**config.mk**
```make
export PLATFORM = sky130hd
export DESIGN_NAME = delay_attempt_scheduler
export DESIGN_NICKNAME = d
export VERILOG_FILES = /design/src/rtl/delay_attempt_scheduler.sv
export SDC_FILE = /design/constraint.sdc
export NUM_CORES = 1
export LEC_CHECK = 0
export ABC_CLOCK_PERIOD_IN_PS = 2000
export CORE_UTILIZATION = 45
export CTS_BUF_LIST = sky130_fd_sc_hd__clkbuf_4 sky130_fd_sc_hd__clkbuf_8 sky130_fd_sc_hd__clkbuf_16
export CTS_CLUSTER_DIAMETER = 50
export DETAILED_ROUTE_END_ITERATION = 12
export PLACE_DENSITY = 0.78
export SLEW_MARGIN = 20
export SYNTH_ARGS = -nofsm -noshare
export SYNTH_HDL_FRONTEND = slang
export SYNTH_SLANG_ARGS = --single-unit
```
**constraint.sdc**
```tcl
create_clock -name clk -period 2 [get_ports clk]
set_clock_uncertainty 0.05 [all_clocks]
set_input_delay 0.4 -clock clk [delete_from_list [all_inputs] [get_ports clk]]
set_output_delay 0.4 -clock clk [all_outputs]
set_load 0.02 [all_outputs]
```
**src/rtl/delay_attempt_scheduler.sv**
```systemverilog
// delay_attempt_scheduler: concurrent "a, then b exactly DELAY cycles later" attempt tracker with saturating counters.
// Define SCHED_COVER_EN to compile the cover points and the match/fail exclusivity assertion.
module delay_attempt_scheduler #(
    parameter int NUM_SLOTS = 4,
    parameter int DELAY     = 1,
    parameter int CNT_W     = 8
) (
    input  logic                           clk,
    input  logic                           rst,
    input  logic                           a,
    input  logic                           b,
    output logic                           match,
    output logic                           fail,
    output logic                           drop,
    output logic                           busy,
    output logic [$clog2(NUM_SLOTS+1)-1:0] occupancy,
    output logic [CNT_W-1:0]               match_count,
    output logic [CNT_W-1:0]               fail_count,
    output logic [CNT_W-1:0]               drop_count
);
    localparam int CW = $clog2(DELAY + 1);
    localparam int OW = $clog2(NUM_SLOTS + 1);

    generate
        if (DELAY < 1 || NUM_SLOTS < 1) begin : g_bad_cfg
            $error("delay_attempt_scheduler: DELAY and NUM_SLOTS must be >= 1");
        end
    endgenerate

    logic [NUM_SLOTS-1:0] active, retire, alloc;
    logic [CW-1:0]        cnt [NUM_SLOTS];
    logic                 taken, full, any_ret;

    // A slot retiring this cycle is still busy, so it can never be re-claimed in its retire cycle.
    always_comb begin
        retire    = '0;
        alloc     = '0;
        taken     = 1'b0;
        occupancy = '0;
        for (int i = 0; i < NUM_SLOTS; i++) begin
            retire[i] = active[i] && cnt[i] == CW'(1);
            alloc[i]  = a && !rst && !active[i] && !taken;
            taken     = taken | !active[i];
            occupancy = occupancy + OW'(active[i]);
        end
    end

    assign full    = &active;
    assign any_ret = |retire;
    assign busy    = |active;
    assign match   = !rst && any_ret && b;
    assign fail    = !rst && any_ret && !b;
    assign drop    = !rst && a && full;

    always_ff @(posedge clk) begin
        if (rst) begin
            active      <= '0;
            match_count <= '0;
            fail_count  <= '0;
            drop_count  <= '0;
            for (int i = 0; i < NUM_SLOTS; i++) cnt[i] <= '0;
        end else begin
            for (int i = 0; i < NUM_SLOTS; i++) begin
                if (retire[i]) active[i] <= 1'b0;
                else if (active[i]) cnt[i] <= cnt[i] - CW'(1);
                else if (alloc[i]) begin
                    active[i] <= 1'b1;
                    cnt[i]    <= CW'(DELAY);
                end
            end
            if (match && ~&match_count) match_count <= match_count + CNT_W'(1);
            if (fail && ~&fail_count) fail_count <= fail_count + CNT_W'(1);
            if (drop && ~&drop_count) drop_count <= drop_count + CNT_W'(1);
        end
    end

`ifdef SCHED_COVER_EN
    cov_match: cover property (@(posedge clk) disable iff (rst) match);
    cov_fail:  cover property (@(posedge clk) disable iff (rst) fail);
    cov_drop:  cover property (@(posedge clk) disable iff (rst) drop);
    cov_full:  cover property (@(posedge clk) disable iff (rst) occupancy == OW'(NUM_SLOTS));
    cov_swap:  cover property (@(posedge clk) disable iff (rst) any_ret && |alloc);
    ast_excl:  assert property (@(posedge clk) disable iff (rst) !(match && fail));
`else
    // Default build carries no checking logic; outputs are unaffected.
`endif
endmodule

```
==> flow_metrics.py <==
metrics = {
    "run_status": {
        "status": "finished, violations left",
        "failed_checks": "negative setup slack",
    },
    "yosys": {
        "synth-async-reset-ratio": 0,
        "ys_types": 46,
        "yosys_warnings": 0,
        "syn_avg_cell_area_um2": 9.07,
        "synth_flop_cell": "dfxtp_1",
        "syn_area_um2": 1680,
        "synth_common_cells": "dfxtp_1 (28), nand2_1 (16), nor2_1 (14), nand3_1 (13), inv_1 (11)",
        "yosys_register_bits": 32,
        "synth_top_area_cell": "dfxtp_1",
        "yosysSeqAreaShare": 0.406,
        "yosysMostFrequentCell": "dfxtp_1",
        "yosysTopAreaCellShare": 0.334,
        "syn_inst": 185,
        "synth_area_leaders": "dfxtp_1 (33%), edfxtp_1 (7.2%), ha_1 (5.2%)",
        "syn_nets": 197,
        "synth_edf_count": 4,
    },
    "worst_setup_path": {
        "endpoint_kind": "output pin",
        "crit_end": "occupancy[1]",
        "r2r_end": "drop_count[4]$_SDFFE_PP0P_",
        "cp-start-kind": "flop",
        "crit_start": "active[3]$_SDFF_PP0_",
        "r2r-start": "active[0]$_SDFF_PP0_",
        "path_cells": "inv_2 -> fa_1 -> inv_2 -> ha_4 -> ha_4 -> buf_6",
        "crit_fanout": 2,
        "worstPathRequired_ns": 1.55,
        "slowest_stage": "fa_1",
        "crit_type": "flop to output pin",
        "reg2reg_depth": 7,
        "rrSetupSlack_ns": 0.11,
        "worstPathArrival_ns": 1.76,
        "cpPeakStageDelay_ns": 0.54,
    },
    "pwr": {
        "vdd_drop_max_v": 0.000356,
        "leakagePower_nw": 0.921,
        "pwr-share-seq": 0.519,
        "switching_share": 0.236,
        "p_per_area_nw_per_um2": 554,
        "internal_power_mw": 0.988,
        "switching_power_mw": 0.306,
        "p_comb_frac": 0.098,
        "p_clk_frac": 0.383,
    },
    "timing": {
        "fin_ws_ns": -0.206,
        "period_share": 1.10,
        "min_period_ns": 2.21,
        "timing.fmax_mhz": 453,
        "relSlewSlack": 0.690,
        "max_slew.worst_pin.slew_ns": 0.464,
        "rsz0062_at_grt": "true",
        "setup_viol": 3,
        "hold_violations": 0,
        "maxSlewViolCount": 0,
    },
    "worst_hold_path": {
        "min_path_type": "flop to flop",
        "min_path_cells": 2,
    },
    "routing": {
        "finalWirelength_mm": 3.53,
        "routedWlPerCell_um": 12.3,
        "drt_pass1_iterations": 4,
        "drtAntennaViolNets": 0,
        "drc": 0,
        "drt_iter0_drc": 39,
        "vias": 1535,
        "via_per_inst": 5.37,
    },
    "clock_network": {
        "ctsHoldBuffers": 0,
        "clock-root-buffer": "clkbuf_8",
        "cts_tree": "done",
        "post_cts_buffers": 0,
        "cts_sinks": 32,
        "numCtsBuffers": 5,
        "clk_pin_slew_ns": 0.07,
        "insertion_delay_ns": 0.29,
        "cts_max_path_buffers": 2,
        "htree_num_levels": 2,
    },
    "floorplan": {
        "rows": 21,
        "design.core.area_um2": 3440,
        "initial_core_util": 0.487,
        "io_pins": 35,
        "dieWidth_um": 63.1,
        "dieArea_um2": 3980,
        "dieHeight_um": 63.1,
    },
    "layout": {
        "layout-drive-gt1-share": 0.238,
        "finish.utilization": 0.678,
        "stdcell_count": 286,
        "fin_nets": 252,
        "area_growth_pct": 39.1,
        "diodes": 0,
    },
    "grt": {
        "gr-total-overflow": 0,
        "antenna_found_initial": 0,
        "grt_usage": 0.200,
        "grt_max_degree": 15,
        "grt_pass1_vias": 1369,
        "grt_pass1_wl_mm": 6.19,
    },
    "placement": {
        "gp_congestion": 0.788,
        "dp_cells": 279,
        "port_buffers": 34,
        "dpl.hpwl_mm": 2.51,
    },
    "flow_run": {
        "maxCapViolations": 0,
    },
}
==> what timing repair did <==
action | in CTS | in global routing
endpoints found under the setup margin | 7 | 8
resized for setup | 36 | 11
cloned | 0 | 0
pin swaps | 1 | 2
endpoints found under the hold margin | 0 | 0
==> worst min path at each step <==
stage	startpoint	endpoint	slack, ns
2_1_floorplan	cnt[0]$_SDFFCE_PN0P_	active[0]$_SDFF_PP0_	0.44
3_3_place_gp	fail_count[5]$_SDFFE_PP0P_	fail_count[5]$_SDFFE_PP0P_	0.44
3_5_place_dp	fail_count[5]$_SDFFE_PP0P_	fail_count[5]$_SDFFE_PP0P_	0.45
4_1_cts	fail_count[5]$_SDFFE_PP0P_	fail_count[5]$_SDFFE_PP0P_	0.46
5_1_grt	fail_count[5]$_SDFFE_PP0P_	fail_count[5]$_SDFFE_PP0P_	0.47
6_report	fail_count[5]$_SDFFE_PP0P_	fail_count[5]$_SDFFE_PP0P_	0.45
==> power by group through the flow <==
stage / clock [mW] / sequential [mW] / combinational (mW)
floorplan: 0 / 0.689 / 0.0582
global placement: 0 / 0.684 / 0.118
detailed placement: 0 / 0.685 / 0.120
CTS: 0.509 / 0.671 / 0.125
global route: 0.540 / 0.672 / 0.136
finish: 0.496 / 0.671 / 0.126
==> cell families (layout without fill, tap and decap cells) <==
family,Yosys count,count (layout),share of synthesized area
and+or+nand+nor,82,82,0.271
AOI/OAI and AO/OA,36,36,0.157
DFF,32,32,0.406
buffers and inverters,18,73,0.0455
muxes,9,9,0.0567
adders and majority gates,8,8,0.0641
==> cell type report <==
type                            instances  area (µm²)
Clock buffer                            7        83.8
Fill cell                             278        1110
Inverter                               11        41.3
Multi-Input combinational cell        135         976
Sequential cell                        32         684
Tap cell                               46        57.6
Timing Repair Buffer                   55         490
==> state kept, by name (all words and copies together), names as in the netlist <==
register,count
active,4
cnt,4
drop_count,8
fail_count,8
match_count,8
==> critical path, delay by kind of cell (launching register included) <==
kind | cells | cell delay, ns
adder cells (fa/ha/maj) | 3 | 0.94
buffers and inverters | 3 | 0.19
flip-flops | 1 | 0.34
==> layout by cell type, fill, tap and decap left out, types with 3 or more instances in the layout <==
cell / n
clkbuf_8: 5
a21oi_1: 10
nand3b_1: 3
nand2_1: 16
and3_1: 5
and4_1: 6
dfxtp_1: 25
a31oi_1: 3
ha_1: 4
dfxtp_2: 3
nor2_1: 14
inv_2: 4
o21ai_0: 5
nor2b_1: 4
o311ai_1: 3
or3_1: 3
nor3_1: 5
a211oi_1: 3
buf_6: 3
mux2i_1: 5
nand3_1: 12
inv_1: 7
ha_4: 3
clkdlybuf4s50_1: 26
edfxtp_1: 4
and2_1: 3
buf_4: 22
mux2_2: 3
==> routing by layer <==
layer	track usage	up-vias	wire, µm
li1	-	795	-
met1	0.265	704	1800
met2	0.294	30	1510
met3	0.0598	6	147
met4	0.0959	0	69
met5	0	-	0
==> metrics by stage <==
stage	setup slack [ns]	instance area (µm²)	power, mW	hold slack (ns)	setup TNS (ns)
6_report	-0.206	2330	1.29	0.452	-0.387
5_1_grt	-0.242	2330	1.35	0.471	-0.494
4_1_cts	-0.209	2300	1.30	0.457	-0.396
3_5_place_dp	-0.425	2210	0.805	0.449	-2.78
3_3_place_gp	-0.435	2210	0.803	0.444	-2.82
2_1_floorplan	0.0604	1690	0.747	0.438	0
Power figures use the tool's default switching activity.
